### src/rtl/brief_desc_packer.sv
`default_nettype none
// ============================================================================
//  Module   : brief_desc_packer
//  Purpose  : Receiving end of the BRIEF descriptor stream. Each flagged
//             keypoint is captured into a record FIFO and serialised onto a
//             32-bit valid/ready word stream. A trailer word carrying the
//             frame's keypoint and drop counts is appended per frame end.
//
//  Ports    : i_clk, i_rst         clock, synchronous active-high reset
//             i_pixel_valid        qualifies every other stream input
//             i_flag               keypoint present this cycle
//             i_coor_x/_y, i_score keypoint coordinate and score
//             i_descriptor         256-bit BRIEF descriptor
//             i_start, i_end       frame start / end pulses
//             o_data, o_valid      output word and qualifier
//             i_ready              downstream accepts the word
//             o_last               last word of the current record
//             o_overflow           sticky: a keypoint was dropped
//
//  Options  : BRIEF_PACK_CHECKSUM_EN - when defined, keypoint records carry
//             a tenth word equal to the XOR of words 0..8.
//
//  Revision : 1.0 - initial release
// ============================================================================
module brief_desc_packer #(
    parameter int DEPTH = 4,
    parameter int CNT_W = 16
) (
    input  logic         i_clk,
    input  logic         i_rst,
    input  logic         i_pixel_valid,
    input  logic         i_flag,
    input  logic [9:0]   i_coor_x,
    input  logic [9:0]   i_coor_y,
    input  logic [7:0]   i_score,
    input  logic [255:0] i_descriptor,
    input  logic         i_start,
    input  logic         i_end,
    output logic [31:0]  o_data,
    output logic         o_valid,
    input  logic         i_ready,
    output logic         o_last,
    output logic         o_overflow
);

    localparam int c_PTR_W = $clog2(DEPTH);
    localparam int c_OCC_W = c_PTR_W + 1;
    // Entry layout: [288] trailer marker, [287:256] word 0, [255:0] descriptor
    localparam int c_ENT_W = 1 + 32 + 256;
`ifdef BRIEF_PACK_CHECKSUM_EN
    localparam logic [3:0] c_KP_LAST = 4'd9;
`else
    localparam logic [3:0] c_KP_LAST = 4'd8;
`endif
    localparam logic [c_OCC_W-1:0] c_DEPTH    = c_OCC_W'(DEPTH);
    localparam logic [c_OCC_W-1:0] c_TWO      = c_OCC_W'(2);
    localparam logic [9:0]         c_DROP_MAX = 10'h3FF;
    localparam logic [CNT_W-1:0]   c_KP_MAX   = {CNT_W{1'b1}};

    // ------------------------------------------------------------------------
    // State
    // ------------------------------------------------------------------------
    logic [c_ENT_W-1:0] r_mem [DEPTH];
    logic [c_PTR_W-1:0] r_wr_ptr;
    logic [c_PTR_W-1:0] r_rd_ptr;
    logic [c_OCC_W-1:0] r_count;
    logic [CNT_W-1:0]   r_kp_cnt;
    logic [9:0]         r_drop_cnt;
    logic               r_overflow;
    logic               r_valid;
    logic [31:0]        r_data;
    logic               r_last;
    logic [3:0]         r_widx;

    // ------------------------------------------------------------------------
    // Push side
    // ------------------------------------------------------------------------
    logic               w_kp;
    logic               w_end;
    logic               w_start;
    logic [c_OCC_W-1:0] w_free;
    logic [c_OCC_W-1:0] w_free_after_tr;
    logic               w_push_tr;
    logic               w_kp_ok;
    logic               w_kp_drop;
    logic               w_pop;
    logic [c_PTR_W-1:0] w_kp_wr_ptr;
    logic [15:0]        w_kp16;
    logic [31:0]        w_hdr;
    logic [31:0]        w_trl;
    logic               w_new_frame;
    logic [CNT_W-1:0]   w_kp_base;
    logic [9:0]         w_drop_base;
    logic [CNT_W-1:0]   w_kp_nxt;
    logic [9:0]         w_drop_nxt;

    generate
        if (CNT_W >= 16) begin : g_kp_trunc
            assign w_kp16 = r_kp_cnt[15:0];
        end else begin : g_kp_ext
            assign w_kp16 = {{(16-CNT_W){1'b0}}, r_kp_cnt};
        end
    endgenerate

    always_comb begin
        w_kp    = i_pixel_valid & i_flag;
        w_end   = i_pixel_valid & i_end;
        w_start = i_pixel_valid & i_start;
        w_pop   = r_valid & i_ready & r_last;

        // Free space is judged on occupancy before this cycle's pop.
        w_free          = c_DEPTH - r_count;
        w_push_tr       = w_end && (w_free != '0);
        w_free_after_tr = w_free - c_OCC_W'(w_push_tr);
        // The trailer goes in first; the keypoint must then still leave one
        // slot spare so the next frame end always finds room.
        w_kp_ok     = w_kp && (w_free_after_tr >= c_TWO);
        w_kp_drop   = w_kp && !w_kp_ok;
        w_kp_wr_ptr = r_wr_ptr + c_PTR_W'(w_push_tr);

        w_hdr = {2'b01, i_coor_y, i_coor_x, i_score, 2'b00};
        // Trailer reflects the closing frame; a same-cycle keypoint or drop
        // belongs to the next frame and is not included.
        w_trl = {2'b10, r_drop_cnt, 4'b0000, w_kp16};

        w_new_frame = w_end | w_start;
        w_kp_base   = w_new_frame ? '0 : r_kp_cnt;
        w_drop_base = w_new_frame ? '0 : r_drop_cnt;
        w_kp_nxt    = (w_kp_ok && (w_kp_base != c_KP_MAX))
                      ? w_kp_base + CNT_W'(1) : w_kp_base;
        w_drop_nxt  = (w_kp_drop && (w_drop_base != c_DROP_MAX))
                      ? w_drop_base + 10'd1 : w_drop_base;
    end

    always_ff @(posedge i_clk) begin
        if (!i_rst) begin
            if (w_push_tr) r_mem[r_wr_ptr]    <= {1'b1, w_trl, 256'd0};
            if (w_kp_ok)   r_mem[w_kp_wr_ptr] <= {1'b0, w_hdr, i_descriptor};
        end
    end

    always_ff @(posedge i_clk) begin
        if (i_rst) begin
            r_wr_ptr   <= '0;
            r_rd_ptr   <= '0;
            r_count    <= '0;
            r_kp_cnt   <= '0;
            r_drop_cnt <= '0;
            r_overflow <= 1'b0;
        end else begin
            r_wr_ptr   <= r_wr_ptr + c_PTR_W'(w_push_tr) + c_PTR_W'(w_kp_ok);
            r_rd_ptr   <= r_rd_ptr + c_PTR_W'(w_pop);
            r_count    <= r_count + c_OCC_W'(w_push_tr) + c_OCC_W'(w_kp_ok)
                          - c_OCC_W'(w_pop);
            r_kp_cnt   <= w_kp_nxt;
            r_drop_cnt <= w_drop_nxt;
            if (w_kp_drop) r_overflow <= 1'b1;
        end
    end

    // ------------------------------------------------------------------------
    // Output side: the output register always holds a word of the entry at
    // r_rd_ptr, which stays in the FIFO until its last word is accepted.
    // ------------------------------------------------------------------------
    function automatic logic [31:0] f_word(input logic [c_ENT_W-1:0] ent,
                                           input logic [3:0]         idx);
        logic [31:0] res;
        res = ent[287:256];
        if (idx >= 4'd1 && idx <= 4'd8) begin
            res = ent[32*(int'(idx)-1) +: 32];
        end
`ifdef BRIEF_PACK_CHECKSUM_EN
        else if (idx == 4'd9) begin
            for (int k = 0; k < 8; k++) res = res ^ ent[32*k +: 32];
        end
`endif
        return res;
    endfunction

    logic               w_advance;
    logic               w_load_new;
    logic               w_avail;
    logic [c_PTR_W-1:0] w_sel_ptr;
    logic [3:0]         w_sel_idx;
    logic [c_ENT_W-1:0] w_sel_entry;
    logic [31:0]        w_sel_word;
    logic               w_sel_last;

    always_comb begin
        w_advance   = r_valid & i_ready & ~r_last;
        // Idle, or head record just finished: start the next record at once.
        w_load_new  = ~r_valid | w_pop;
        w_avail     = (r_count - c_OCC_W'(w_pop)) != '0;
        w_sel_ptr   = w_load_new ? (r_rd_ptr + c_PTR_W'(w_pop)) : r_rd_ptr;
        w_sel_idx   = w_load_new ? 4'd0 : (r_widx + 4'd1);
        w_sel_entry = r_mem[w_sel_ptr];
        w_sel_word  = f_word(w_sel_entry, w_sel_idx);
        w_sel_last  = w_sel_entry[c_ENT_W-1] ? (w_sel_idx == 4'd0)
                                             : (w_sel_idx == c_KP_LAST);
    end

    always_ff @(posedge i_clk) begin
        if (i_rst) begin
            r_valid <= 1'b0;
            r_data  <= '0;
            r_last  <= 1'b0;
            r_widx  <= '0;
        end else if (w_advance) begin
            r_data <= w_sel_word;
            r_last <= w_sel_last;
            r_widx <= w_sel_idx;
        end else if (w_load_new) begin
            if (w_avail) begin
                r_valid <= 1'b1;
                r_data  <= w_sel_word;
                r_last  <= w_sel_last;
                r_widx  <= 4'd0;
            end else begin
                r_valid <= 1'b0;
                r_last  <= 1'b0;
                r_widx  <= 4'd0;
            end
        end
    end

    assign o_data     = r_data;
    assign o_valid    = r_valid;
    assign o_last     = r_last;
    assign o_overflow = r_overflow;

endmodule
`default_nettype wire

### config.mk
export PLATFORM = sky130hd
export DESIGN_NAME = brief_desc_packer
export DESIGN_NICKNAME = d
export VERILOG_FILES = /design/src/rtl/brief_desc_packer.sv
export SDC_FILE = /design/constraint.sdc
export NUM_CORES = 2
export LEC_CHECK = 0
export BUFFER_PORTS_ARGS = -buffer_cell sky130_fd_sc_hd__buf_2
export CAP_MARGIN = 30
export CORE_UTILIZATION = 44
export DETAILED_ROUTE_END_ITERATION = 12
export MAX_ROUTING_LAYER = met4
export PLACE_DENSITY = 0.62
export SLEW_MARGIN = 20
export SYNTH_ARGS = -nofsm -noshare
export SYNTH_HDL_FRONTEND = slang
export SYNTH_SLANG_ARGS = --single-unit
### constraint.sdc
create_clock -name i_clk -period 33.5 [get_ports i_clk]
set_clock_uncertainty 0.1 [all_clocks]
set_input_delay 1.675 -clock i_clk [delete_from_list [all_inputs] [get_ports i_clk]]
set_output_delay 1.675 -clock i_clk [all_outputs]
set_load 0.01 [all_outputs]
==> results by group <==
Status
  • Status: finished, final reports clean

Floorplanning
  • CORE AREA: 126000 sq um
  • Ports: 326
  • Row count: 130
  • Die area: 128000 sq um
  • Initial Utilization: 0.443
  • Die W: 358 microns
  • Die extent in y: 358 microns

Logic synthesis
  • EDFF count, synth: 1136
  • Avg Inst Size Synth: 13.0 sq um
  • Post-synthesis sequential area ratio: 0.644
  • Mapped Cells: 4275
  • FFs w/ async S/R, synth: 0
  • YS warnings: 0
  • Net count after synthesis: 4583
  • Flop and latch count out of synthesis: 1224
  • Post-synth cell types: 65
  • Mapped Area: 55700 sq um
  • Main synth FF type: edfxtp_1

Cells and area
  • Final nets: 4794
  • Commonest non-fill, non-tap cell in the layout: edfxtp_1
  • # fillers: 10900
  • Highest-count cells in the layout ignoring fill and taps: 1136 x edfxtp_1, 1046 x and2_1, 636 x nand2_1, 325 x buf_2, 184 x mux4_2
  • Area growth syn-to-layout: 13.3%
  • Layout cells sized above 1: 0.170

Setup path
  • Max FO, Critical Path: 139
  • Worst endpoint data arrival time: 6.15 ns
  • Reg2reg setup slack: 27.89 ns
  • Worst Setup Path Type: input port to flip-flop
  • Worst r2r src: r_count[0]
  • Crit start category: input port
  • RR Endpoint: r_mem[2][167]
  • Critical Path RT: 33.77 ns
  • R2R depth: 16
  • CP endpoint kind: flip-flop

Drt
  • DRC: 0
  • Vias per Instance: 5.54
  • DR iter-0 viols: 3342
  • Vias: 34900
  • Final WL: 162000 microns
  • Routed len/inst: 25.8 microns
  • First-pass DRT Iterations: 5
  • DRT antenna net count: 0

STA
  • Hold WS: 0.351 ns
  • Final setup violation count: 0
  • Shortest period the worst path allows: 5.88 ns
  • Final Cycle Share: 0.175
  • Hold Vio Cnt, Final: 0
  • Final setup margin: 27.62 ns
  • Fmax: 170 MHz
  • Unrepaired setup endpoints after global routing: no
  • Worst-Margin Slew: 1.13 ns
  • Slew Viols, Final: 0
  • Max_slew headroom: 0.246
  • Setup TNS: 0 ns

Min path
  • Hold crit path type: flip-flop to flip-flop
  • Worst Hold Launch: o_overflow
  • Worst Hold Endpoint: o_overflow
  • Worst hold path cell count: 2

CTS
  • Clock-pin slew on the worst setup and hold paths: 0.06 ns
  • Clk sinks: 1224
  • TritonCTS buffer count: 134
  • CTS tree: done
  • Post-CTS sizing: 0
  • H-tree Lvls: 4
  • Post-CTS Hold Fix Bufs: 0
  • Worst-skew pair later-pin latency: 0.77 ns
  • Clock Tree Root: clkbuf_16
  • Post-CTS setup buffers: 0
  • Clock Path Buffers: 3

Power and ir drop
  • Internal Pwr Total: 2940 uW
  • Leakage Power: 0.0223 uW
  • Worst vdd ir: 0.0477 mV
  • Switching Fraction: 0.291
  • Combinational Power Share: 0.190
  • Clk pwr share: 0.344
  • Sw Pwr: 1210 uW
  • Power per Cell Area: 65.7 nW/um^2
  • Sequential power share: 0.466

GRT
  • Largest net degree at the start of global routing: 211
  • Gr ovfl total: 0
  • Vias in the first global route: 34200
  • All-Layer GR Usage: 0.261
  • Global-route wire length before repair: 236000 microns
  • Initial antenna violation count: 89

Run
  • Max Cap Viol: 0

Placed design
  • Place WS: 26.83 ns
  • Final GP Congestion: 0.805
  • Half-perimeter wire length after placement: 97800 microns
  • Count of input and output buffers: 325
[per-stage QoR]
stage | std cells | utilization | instance area (sq um) | total power, uW
CTS | 6239 | 0.501 | 62900 | 4170
floorplan | 4275 | - | 55700 | 2500
finish | 6304 | 0.503 | 63100 | 4150
global placement | 5999 | 0.468 | 58800 | 2740
global route | 6292 | 0.502 | 63100 | 4290
detailed placement | 5999 | 0.468 | 58800 | 2750
[worst max path at each step]
stage / slack [ns] / startpoint / to / cells after the start
after CTS: 27.62 / i_pixel_valid / r_mem[3][140] / 14
after detailed placement: 26.83 / i_pixel_valid / r_mem[3][139] / 14
after global placement: 26.86 / i_pixel_valid / r_mem[2][167] / 14
final: 27.62 / i_pixel_valid / r_mem[2][167] / 14
after floorplan: 9.32 / i_pixel_valid / r_mem[1][0] / 10
after global routing: 27.31 / i_pixel_valid / r_mem[2][111] / 14
[Yosys cell counts, types with 3 or more instances]
master | n | area share
nand2_1 | 636 | 0.043
dfxtp_1 | 88 | 0.032
nor4_1 | 3 | 0.00034
xor2_1 | 12 | 0.0019
and3_1 | 11 | 0.0012
mux4_2 | 184 | 0.074
o21ai_0 | 108 | 0.0097
nor2_1 | 162 | 0.011
nand2b_1 | 36 | 0.0040
edfxtp_1 | 1136 | 0.61
xnor2_1 | 21 | 0.0033
ha_1 | 15 | 0.0034
nor3_1 | 9 | 0.00081
mux2i_1 | 22 | 0.0040
and2_1 | 1047 | 0.12
a311oi_1 | 64 | 0.010
buf_1 | 3 | 0.00020
o211ai_1 | 3 | 0.00040
buf_2 | 58 | 0.0052
a21oi_1 | 21 | 0.0019
and4_1 | 5 | 0.00079
clkbuf_1 | 237 | 0.016
a22oi_1 | 30 | 0.0040
o22ai_1 | 3 | 0.00034
or3_1 | 4 | 0.00045
a31o_2 | 10 | 0.0016
a221oi_1 | 5 | 0.00079
inv_1 | 20 | 0.0013
a211oi_1 | 11 | 0.0015
nand3_1 | 162 | 0.015
nor2b_1 | 11 | 0.0012
a32oi_1 | 30 | 0.0047
a31o_1 | 19 | 0.0030
a31oi_1 | 35 | 0.0039
nand4_1 | 5 | 0.00056
buf_4 | 9 | 0.0012
[power groups by stage]
| stage | clock network [uW] | logic [uW] | registers, uW |
|---|---|---|---|
| after detailed placement | 0 | 790 | 1960 |
| final | 1430 | 788 | 1930 |
| after floorplan | 0 | 475 | 2020 |
| after global placement | 0 | 785 | 1960 |
| after CTS | 1440 | 792 | 1930 |
| after global routing | 1490 | 846 | 1940 |
[cell type report]
class | instances | area, sq um | share of cell area
Antenna cell | 64 | 160 | 0.00254
Clock buffer | 169 | 3590 | 0.0569
Clock inverter | 71 | 572 | 0.00906
Inverter | 22 | 85.1 | 0.00135
Multi-Input combinational cell | 2720 | 18600 | 0.294
Sequential cell | 1224 | 35900 | 0.569
Tap cell | 1650 | 2060 | 0.0327
Timing Repair Buffer | 384 | 2190 | 0.0347
[cells by family after synthesis]
group / synth area share
and+or+nand+nor: 0.197
DFF: 0.644
AOI/OAI and AO/OA: 0.0456
buffers and inverters: 0.0245
muxes: 0.0791
xor gates and xnor gates: 0.00548
adders and majority gates: 0.00409
[state kept, by name (all words and copies together) (netlist names)]
register / cells
o_valid: 1
r_wr_ptr: 2
r_mem: 1152
r_rd_ptr: 2
o_data: 32
o_last: 1
r_kp_cnt: 16
r_drop_cnt: 10
o_overflow: 1
r_count: 3
r_widx: 4
[worst max-delay path, cell delays in order]
cell,delay [ns]
buf_2,0.12
nand3b_1,0.20
inv_1,0.09
ha_1,0.19
ha_1,0.20
xnor2_1,0.15
a21oi_1,0.27
inv_1,0.18
nor2_1,0.17
nand2_1,0.17
o22ai_4,0.27
buf_12,0.67
buf_4,0.79
buf_4,0.81
[routing by layer]
| metal | GRT usage | routed length [microns] | up-vias |
|---|---|---|---|
| met1 | 0.336 | 66200 | 17600 |
| met5 | - | 0 | - |
| li1 | - | - | 15900 |
| met2 | 0.402 | 78000 | 1230 |
| met3 | 0.0638 | 13500 | 247 |
| met4 | 0.0918 | 4810 | 0 |
Note: power is estimated with default switching activity, not from simulation.
